==> src/rtl/fp_custom_pkg.sv <==
// Shared definitions for the custom floating-point datapath.
// Word format: {sign, exponent[ExpWidth], mantissa[ManWidth]}, bias
// 2^(ExpWidth-1)-1, implied leading one, exponent field 0 encodes zero.
// Helper functions size ports and constants; FP_LATENCY is the fixed
// latency of fp_custom_from_fixed, for wrappers and benches.
package fp_custom_pkg;

  localparam int FP_LATENCY = 4;

  function automatic int fp_clog2(input int n);
    int r;
    r = 0;
    for (int v = n - 1; v > 0; v = v >> 1) r = r + 1;
    return r;
  endfunction

  function automatic int fp_bias(input int exp_w);
    return (1 << (exp_w - 1)) - 1;
  endfunction

  function automatic int fp_word_w(input int exp_w, input int man_w);
    return 1 + exp_w + man_w;
  endfunction

endpackage

==> src/rtl/fp_lod.sv <==
// Combinational leading-one detector.
// Ports:
//   vec_i  [Width]          input vector
//   idx_o  [clog2(Width)]   index of the highest set bit (0 when vec_i == 0)
//   zero_o                  vec_i is all zeros
module fp_lod
  import fp_custom_pkg::*;
#(
  parameter int Width = 16,
  parameter int IdxW  = fp_clog2(Width)
) (
  input  logic [Width-1:0] vec_i,
  output logic [IdxW-1:0]  idx_o,
  output logic             zero_o
);

  // Ascending scan: the last set bit seen is the highest one.
  always_comb begin
    idx_o = '0;
    for (int i = 0; i < Width; i++) begin
      if (vec_i[i]) idx_o = IdxW'(i);
    end
  end

  assign zero_o = ~|vec_i;

endmodule

==> src/rtl/fp_custom_from_fixed.sv <==
// Pipelined signed fixed-point to custom floating-point converter.
// Fixed latency FP_LATENCY (4) cycles, one sample per cycle, no backpressure.
// Ports:
//   Clk_i          clock, rising edge
//   Rst_i          synchronous active-high reset
//   Data_i         [IntWidth] signed sample, value = Data_i * 2^-FracWidth
//   Nd_i           Data_i is a new sample this edge
//   Result_o       [1+ExpWidth+ManWidth] {sign, exp, man}
//   ResultValid_o  Result_o carries a new conversion this cycle
//   Overflow_o     result saturated (meaningful with ResultValid_o)
module fp_custom_from_fixed
  import fp_custom_pkg::*;
#(
  parameter int ManWidth  = 16,
  parameter int ExpWidth  = 6,
  parameter int IntWidth  = 16,
  parameter int FracWidth = 0
) (
  input  logic                                    Clk_i,
  input  logic                                    Rst_i,
  input  logic signed [IntWidth-1:0]              Data_i,
  input  logic                                    Nd_i,
  output logic [fp_word_w(ExpWidth, ManWidth)-1:0] Result_o,
  output logic                                    ResultValid_o,
  output logic                                    Overflow_o
);

  localparam int WORD_W  = fp_word_w(ExpWidth, ManWidth);
  localparam int BIAS    = fp_bias(ExpWidth);
  localparam int IDX_W   = fp_clog2(IntWidth);
  localparam int E_CLOG  = fp_clog2(IntWidth + FracWidth);
  // Wide enough to hold Bias + p - FracWidth without wrapping either way.
  localparam int EW_E    = ((ExpWidth > E_CLOG) ? ExpWidth : E_CLOG) + 2;
  localparam int EXP_MAX = (1 << ExpWidth) - 1;

  // Valid shift register (control, reset)
  logic vld_p1_q, vld_p2_q, vld_p3_q, vld_p4_q;

  // S1 data
  logic                      sign_p1_q;
  logic [IntWidth-1:0]       mag_p1_q, mag_p1_d;
  // S2 data
  logic                      sign_p2_q, zero_p2_q, lod_zero;
  logic [IntWidth-1:0]       mag_p2_q;
  logic [IDX_W-1:0]          idx_p2_q, lod_idx;
  // S3 data
  logic                      sign_p3_q, zero_p3_q;
  logic [ManWidth-1:0]       man_p3_q, man_p3_d;
  logic signed [EW_E-1:0]    e_p3_q, e_p3_d;
  // S4 data
  logic [WORD_W-1:0]         word_p4_q, word_p4_d;
  logic                      ovf_p4_q, ovf_p4_d;
  logic signed [31:0]        e_int;
  // Output registers
  logic [WORD_W-1:0]         result_q;
  logic                      result_vld_q, ovf_q;

  always_ff @(posedge Clk_i) begin
    if (Rst_i) begin
      vld_p1_q     <= 1'b0;
      vld_p2_q     <= 1'b0;
      vld_p3_q     <= 1'b0;
      vld_p4_q     <= 1'b0;
      result_vld_q <= 1'b0;
      result_q     <= '0;
      ovf_q        <= 1'b0;
    end else begin
      vld_p1_q     <= Nd_i;
      vld_p2_q     <= vld_p1_q;
      vld_p3_q     <= vld_p2_q;
      vld_p4_q     <= vld_p3_q;
      result_vld_q <= vld_p4_q;
      if (vld_p4_q) begin
        result_q <= word_p4_q;
        ovf_q    <= ovf_p4_q;
      end
    end
  end

  // ---- S1: sign / magnitude ----
  // Negating the most negative value wraps to 2^(IntWidth-1), which is the
  // correct unsigned magnitude.
  assign mag_p1_d = Data_i[IntWidth-1] ? $unsigned(-Data_i) : $unsigned(Data_i);

  always_ff @(posedge Clk_i) begin
    if (Nd_i) begin
      sign_p1_q <= Data_i[IntWidth-1];
      mag_p1_q  <= mag_p1_d;
    end
  end

  // ---- S2: leading-one detect ----
  fp_lod #(
    .Width (IntWidth)
  ) u_lod (
    .vec_i  (mag_p1_q),
    .idx_o  (lod_idx),
    .zero_o (lod_zero)
  );

  always_ff @(posedge Clk_i) begin
    if (vld_p1_q) begin
      sign_p2_q <= sign_p1_q;
      mag_p2_q  <= mag_p1_q;
      idx_p2_q  <= lod_idx;
      zero_p2_q <= lod_zero;
    end
  end

  // ---- S3: normalize and exponent ----
  // Appending ManWidth zeros and shifting right by p leaves exactly the
  // ManWidth bits below the leading one in the low field: zero-padded when
  // p < ManWidth, truncated (no rounding) otherwise.
  assign man_p3_d = ManWidth'({mag_p2_q, {ManWidth{1'b0}}} >> idx_p2_q);
  assign e_p3_d   = EW_E'(BIAS + int'(idx_p2_q) - FracWidth);

  always_ff @(posedge Clk_i) begin
    if (vld_p2_q) begin
      sign_p3_q <= sign_p2_q;
      zero_p3_q <= zero_p2_q;
      man_p3_q  <= man_p3_d;
      e_p3_q    <= e_p3_d;
    end
  end

  // ---- S4: zero / underflow / saturation select ----
  assign e_int = 32'(e_p3_q);

  always_comb begin
    word_p4_d = '0;
    ovf_p4_d  = 1'b0;
    if (zero_p3_q || (e_int <= 0)) begin
      word_p4_d = '0;
    end else if (e_int > EXP_MAX) begin
      word_p4_d = {sign_p3_q, {(ExpWidth + ManWidth){1'b1}}};
      ovf_p4_d  = 1'b1;
    end else begin
      word_p4_d = {sign_p3_q, e_p3_q[ExpWidth-1:0], man_p3_q};
    end
  end

  always_ff @(posedge Clk_i) begin
    if (vld_p3_q) begin
      word_p4_q <= word_p4_d;
      ovf_p4_q  <= ovf_p4_d;
    end
  end

  // ---- Output ----
  assign Result_o      = result_q;
  assign ResultValid_o = result_vld_q;
  assign Overflow_o    = ovf_q;

endmodule

==> config.mk <==
export PLATFORM = sky130hd
export DESIGN_NAME = fp_custom_from_fixed
export DESIGN_NICKNAME = d
export VERILOG_FILES = /design/src/rtl/fp_custom_pkg.sv /design/src/rtl/fp_lod.sv /design/src/rtl/fp_custom_from_fixed.sv
export SDC_FILE = /design/constraint.sdc
export NUM_CORES = 1
export LEC_CHECK = 0
export ABC_AREA = 1
export BUFFER_PORTS_ARGS = -buffer_cell sky130_fd_sc_hd__buf_2
export CAP_MARGIN = 20
export CORE_UTILIZATION = 23
export CTS_BUF_LIST = sky130_fd_sc_hd__clkbuf_2
export CTS_CLUSTER_SIZE = 12
export DETAILED_ROUTE_END_ITERATION = 6
export GPL_ROUTABILITY_DRIVEN = 0
export GPL_TIMING_DRIVEN = 0
export HOLD_SLACK_MARGIN = 0.15
export MAX_ROUTING_LAYER = met4
export SLEW_MARGIN = 20
export SYNTH_ARGS = -nofsm -noshare
export SYNTH_HDL_FRONTEND = slang
export SYNTH_SLANG_ARGS = --single-unit
==> constraint.sdc <==
create_clock -name Clk_i -period 3.15 [get_ports Clk_i]
set_input_delay 0.315 -clock Clk_i [delete_from_list [all_inputs] [get_ports Clk_i]]
set_output_delay 0.315 -clock Clk_i [all_outputs]
set_load 0.005 [all_outputs]
==> results of run 1 <==
cell type report:
class,instances,area (µm²),area share [%]
Tap cell,270,337.8,5.955
Buffer,21,125.1,2.206
Clock inverter,7,71.32,1.257
Inverter,54,202.7,3.573
Clock buffer,9,45.04,0.7940
Sequential cell,112,3083,54.35
Timing Repair Buffer,63,420.4,7.411
Multi-Input combinational cell,290,1385,24.42
Antenna cell,1,2.502,0.04411
cell usage after synthesis (2+ instances only):
| cell | count | area share (%) |
|---|---|---|
| nor3_1 | 5 | 0.52 |
| nor4_1 | 3 | 0.39 |
| xnor2_1 | 7 | 1.3 |
| mux2i_1 | 3 | 0.63 |
| nor2_2 | 2 | 0.26 |
| clkbuf_1 | 6 | 0.47 |
| nand3_1 | 18 | 1.9 |
| o31ai_1 | 2 | 0.31 |
| nand2_2 | 5 | 0.65 |
| buf_1 | 2 | 0.16 |
| buf_4 | 2 | 0.31 |
| o21ai_1 | 9 | 0.94 |
| o211ai_1 | 2 | 0.31 |
| or2_1 | 2 | 0.26 |
| buf_6 | 4 | 0.94 |
| xor2_1 | 4 | 0.73 |
| inv_1 | 51 | 4.0 |
| nand2_1 | 119 | 9.3 |
| buf_2 | 7 | 0.73 |
| nor2_1 | 48 | 3.8 |
| edfxtp_1 | 84 | 53 |
| inv_2 | 2 | 0.16 |
| ha_1 | 2 | 0.52 |
| o21ai_0 | 20 | 2.1 |
| dfxtp_1 | 28 | 12 |
| a21oi_1 | 28 | 2.9 |
stage by stage:
step | cells | utilization [%]
after floorplan | 477 | -
after global placement | 789 | 26.24
after detailed placement | 789 | 26.24
after CTS | 826 | 27.84
after global routing | 827 | 27.86
final | 827 | 27.86
cell families after synthesis:
logic type | count (synthesis) | synth area share (%)
XOR/XNOR | 12 | 2.348
AND/OR/NAND/NOR | 208 | 18.24
AO/OA/AOI/OAI | 64 | 7.070
other | 1 | 0.07819
flip-flops | 112 | 64.28
buffers and inverters | 75 | 6.835
multiplexers | 3 | 0.6262
adder cells (fa/ha/maj) | 2 | 0.5217
per-layer routing:
layer,vias to the layer above,part of all wire (%)
met3,10,4.1
li1,1711,-
met5,-,0
met2,66,44
met4,0,1.5
met1,1363,51
power by group:
part | switching [mW] | internal, mW | leakage, nW
Sequential | 0.0430 | 1.67 | 1.02
Clock | 0.511 | 0.130 | 0.0723
Combinational | 0.150 | 0.106 | 1.13
Total | 0.704 | 1.90 | 2.22
critical path: stages:
cell and delay [ns]:
dlygate4sd3_1 0.52, buf_2 0.14, nor2_2 0.13, nand2_2 0.08, nor2_4 0.10, nand2_2 0.08
nor3_4 0.16, nand3_1 0.12, nand3_1 0.09, nand2_1 0.05, dlygate4sd3_1 0.54
registers in the layout, indices dropped and copies added, names as in the netlist:
register,flops
sign_p1_q,1
word_p4_q,23
vld_p2_q,1
idx_p2_q,4
man_p3_q,15
vld_p3_q,1
Result_o,23
sign_p3_q,1
ResultValid_o,1
vld_p4_q,1
mag_p1_q,16
sign_p2_q,1
mag_p2_q,15
zero_p2_q,1
e_p3_q,6
vld_p1_q,1
zero_p3_q,1
worst min path at each step:
stage | cells past startpoint | slack [ns] | to
2_1_floorplan | 0 | 0.40 | sign_p2_q$_DFFE_PP_
3_3_place_gp | 0 | 0.41 | sign_p3_q$_DFFE_PP_
3_5_place_dp | 0 | 0.41 | zero_p3_q$_DFFE_PP_
4_1_cts | 2 | 0.38 | mag_p1_q[0]$_DFFE_PP_
5_1_grt | 2 | 0.41 | mag_p1_q[0]$_DFFE_PP_
6_report | 2 | 0.43 | mag_p1_q[0]$_DFFE_PP_
timing repair:
item,4_1_cts,5_1_grt
setup buffers,0,0
hold buffers,21,0
hold endpoints to repair,43,0
==> results.toml, run 1 <==
[status]
status = "finished clean"

[floorplanning]
coreArea_um2 = 20360
num_io_pins = 44
rows = 52
start_util_pct = 23.55
die_area_um2 = 21430
die-height_um = 146.4
fp.dieW_um = 146.4

[drt]
dr_total_vias = 3150
via_per_inst = 3.809
routed_wl_um = 7855
routedWlPerCell_um = 9.498
firstDrtPassIters = 7
ant_nets = 0
drc = 0
drt_iter0_markers = 178

[global_routing]
track_usage_pct = 8.071
grt_max_degree = 25
use_met3_pct = 1.969
grt_busiest_layer = "met2"
use_met2_pct = 12.36
grt_use_met1_pct = 10.19
grt_pass1_wl_um = 13620
grt_pass1_vias = 2978
antenna_found_initial = 1
gr-total-overflow = 0

[timing]
clock_skew_ns = 0.05363
timing.fmax_ghz = 0.5274
hold_viol = 0
rsz0062_at_grt = "false"
finalCritPeriodShare_pct = 60.20
drv_slew = 0
min_period_ns = 1.896
setup_tns_ns = 0
setup_violations = 0
relSlewSlack_pct = 35.25
setup_slack_ns = 1.254
tightest_slew_ns = 0.9699
whs_ns = 0.4336

[clock_network]
cts_buffers = 9
clk_pin_slew_ns = 0.32
cts.htree.levels = 3
clk_latency_ns = 0.62
cts_tree = "yes"
cts-root-buf = "clkbuf_2"
cts_resized = 0
cts_buffer_depth = 2
clock_sinks = 112

[min_path]
min_from = "Data_i[0]"
worstHoldPathType = "input pin to register"

[setup_path]
cp-start-kind = "input pin"
r2r_cells = 5
startpoint = "Data_i[3]"
cp-endpoint = "mag_p1_q[12]$_DFFE_PP_"
reg2reg_slack_ns = 1.51
arrival_ns = 2.32
end_kind = "register"
r2r_start = "mag_p1_q[14]$_DFFE_PP_"
critPathMaxFanout = 3
crit_type = "input pin to register"
crit_required_ns = 3.57
reg2reg_to = "zero_p2_q$_DFFE_PP_"

[synthesis]
ys_ff_latch = 112
ys_seq_area_share_pct = 64.28
synth-edff-count = 84
ys_warn_count = 0
synth-async-reset-ratio_pct = 0
synthDistinctLibCells = 38
syn-cell-area_um2 = 4796
syn_avg_cell_area_um2 = 10.05
synth_cells = 477
synthFlopType = "edfxtp_1"
synth_nets = 498

[cells_and_area]
drive_gt1_share_pct = 15.29
final_area_um2 = 5673
area_delta_synth_final_pct = 18.29
nets = 572
mostFrequentLayoutCells = "119 x nand2_1, 84 x edfxtp_1, 51 x inv_1, 49 x buf_2, 48 x nor2_1"
fillerInstances = 2173
layout_commonest_cell = "nand2_1"

[placement]
post_dp_cell_area_um2 = 5344
hpwlAfterDp_um = 5811
io_buffer_count = 42
dp_slack_ns = 1.548

[pwr]
power_density_nw_per_um2 = 459.2
ir_drop_mv = 0.1755
power_leakage_nw = 2.222
power_mw = 2.605

[run]
drv_cap = 0
Note: power is estimated with default switching activity, not from simulation.
==> run 2: changes to the inputs <==
Clock period 3.15 ns to 1.82 ns, I/O delays scaled along.
==> results.toml, run 2 (synthesis gave the netlist of run 1 again) <==
[status]
status = "finished clean"

[cells_and_area]
drive_gt1_share_pct = 15.30
layout_commonest_cell = "nand2_1"
mostFrequentLayoutCells = "119 x nand2_1, 84 x edfxtp_1, 50 x inv_1, 48 x nor2_1, 47 x buf_2"
area_delta_synth_final_pct = 19.96
nets = 578
final_area_um2 = 5753

[floorplanning]
start_util_pct = 23.55
fp.dieW_um = 146.4
die-height_um = 146.4
num_io_pins = 44
die_area_um2 = 21430
rows = 52
coreArea_um2 = 20360

[min_path]
hold_depth = 2
worstHoldPathType = "input pin to register"

[drt]
routedWlPerCell_um = 9.498
drt_iter0_markers = 167
routed_wl_um = 7912
dr_total_vias = 3185
firstDrtPassIters = 4
ant_nets = 0
via_per_inst = 3.824
drc = 0

[placement]
hpwlAfterDp_um = 5811
dp_slack_ns = 0.2180
io_buffer_count = 42
post_dp_cell_area_um2 = 5344

[timing]
setup_slack_ns = 0.06719
min_period_ns = 1.753
drv_slew = 0
setup_violations = 0
hold_viol = 0
tightest_slew_ns = 0.9727
clock_skew_ns = 0.05314
finalCritPeriodShare_pct = 96.31
timing.fmax_ghz = 0.5705
rsz0062_at_grt = "false"
relSlewSlack_pct = 35.06
setup_tns_ns = 0

[pwr]
clkPwrFrac_pct = 24.4
power_switching_mw = 1.215
power_leakage_nw = 2.261
internal_power_mw = 3.308
ir_drop_mv = 0.3070
combPwrFrac_pct = 10.3
swShare_pct = 26.87
power_density_nw_per_um2 = 786.3
seqPwrFrac_pct = 65.3

[clock_network]
clock_sinks = 112
cts_buffers = 9
cts-root-buf = "clkbuf_2"
cts_buffer_depth = 2
cts.htree.levels = 3
cts_tree = "yes"
clk_latency_ns = 0.62
clk_pin_slew_ns = 0.30

[setup_path]
r2r_cells = 6
end_kind = "register"
critPathMaxFanout = 3
cp-start-kind = "input pin"
crit_type = "input pin to register"
arrival_ns = 2.26
crit_required_ns = 2.33

[global_routing]
gr-total-overflow = 0
track_usage_pct = 8.168
grt_max_degree = 25
grt_pass1_wl_um = 13800
grt_pass1_vias = 3028
antenna_found_initial = 1

[run]
drv_cap = 0
[run 2: layout make-up]
type | count | area (µm²)
Fill cell | 2168 | 14610
Clock inverter | 7 | 71.32
Antenna cell | 1 | 2.502
Inverter | 54 | 202.7
Multi-Input combinational cell | 290 | 1393
Tap cell | 270 | 337.8
Clock buffer | 9 | 45.04
Buffer | 21 | 125.1
Timing Repair Buffer | 69 | 493.0
Sequential cell | 112 | 3083
[run 2: timing repair]
action                                  4_1_cts  5_1_grt
hold endpoints to repair                     43        1
gates resized for setup                       0        5
hold buffers                                 27        1
buffers inserted                              0        1
endpoints found under the setup margin        0        3
[run 2: metrics by stage]
step | hold slack (ns) | cells | utilization [%] | power, mW
6_report | 0.3030 | 833 | 28.25 | 4.524
5_1_grt | 0.2878 | 833 | 28.25 | 4.761
2_1_floorplan | 0.2809 | 477 | - | 3.282
3_5_place_dp | 0.3820 | 789 | 26.24 | 3.424
4_1_cts | 0.2519 | 832 | 28.14 | 4.584
3_3_place_gp | 0.3837 | 789 | 26.24 | 3.417
[run 2: routing by layer]
layer | routed length (µm) | up-vias | track usage, %
met5 | 0 | - | -
met4 | 145 | 0 | 3.281
met3 | 329 | 12 | 1.969
met2 | 3498 | 69 | 12.69
met1 | 3938 | 1381 | 10.19
li1 | - | 1723 | -
[run 2: power groups by stage]
| stage | clock (mW) | combinational [mW] | sequential (mW) |
|---|---|---|---|
| final | 1.10 | 0.466 | 2.96 |
| after global routing | 1.25 | 0.536 | 2.98 |
| after CTS | 1.16 | 0.464 | 2.96 |
| after detailed placement | 0 | 0.412 | 3.01 |
| after global placement | 0 | 0.409 | 3.01 |
| after floorplan | 0 | 0.297 | 2.98 |
[run 2: worst max-delay path: stages]
cell and delay [ns]:
dlygate4sd3_1 0.53, buf_2 0.11, inv_1 0.08, ha_2 0.21
nand2_2 0.08, nor3_4 0.21, nand2_2 0.09, nand2_4 0.08
nand3_1 0.07, dlygate4sd3_1 0.56, nand2_1 0.06
[run 2: worst paths after layout]
path | start | endpoint | slack [ns]
worst max-delay path | Data_i[1] | mag_p1_q[14]$_DFFE_PP_ | 0.07
worst min register to register | zero_p2_q$_DFFE_PP_ | zero_p3_q$_DFFE_PP_ | 0.46
worst min-delay path | Data_i[0] | mag_p1_q[0]$_DFFE_PP_ | 0.30
worst max register to register | idx_p2_q[0]$_SDFFCE_PP1P_ | man_p3_q[14]$_DFFE_PP_ | 0.20
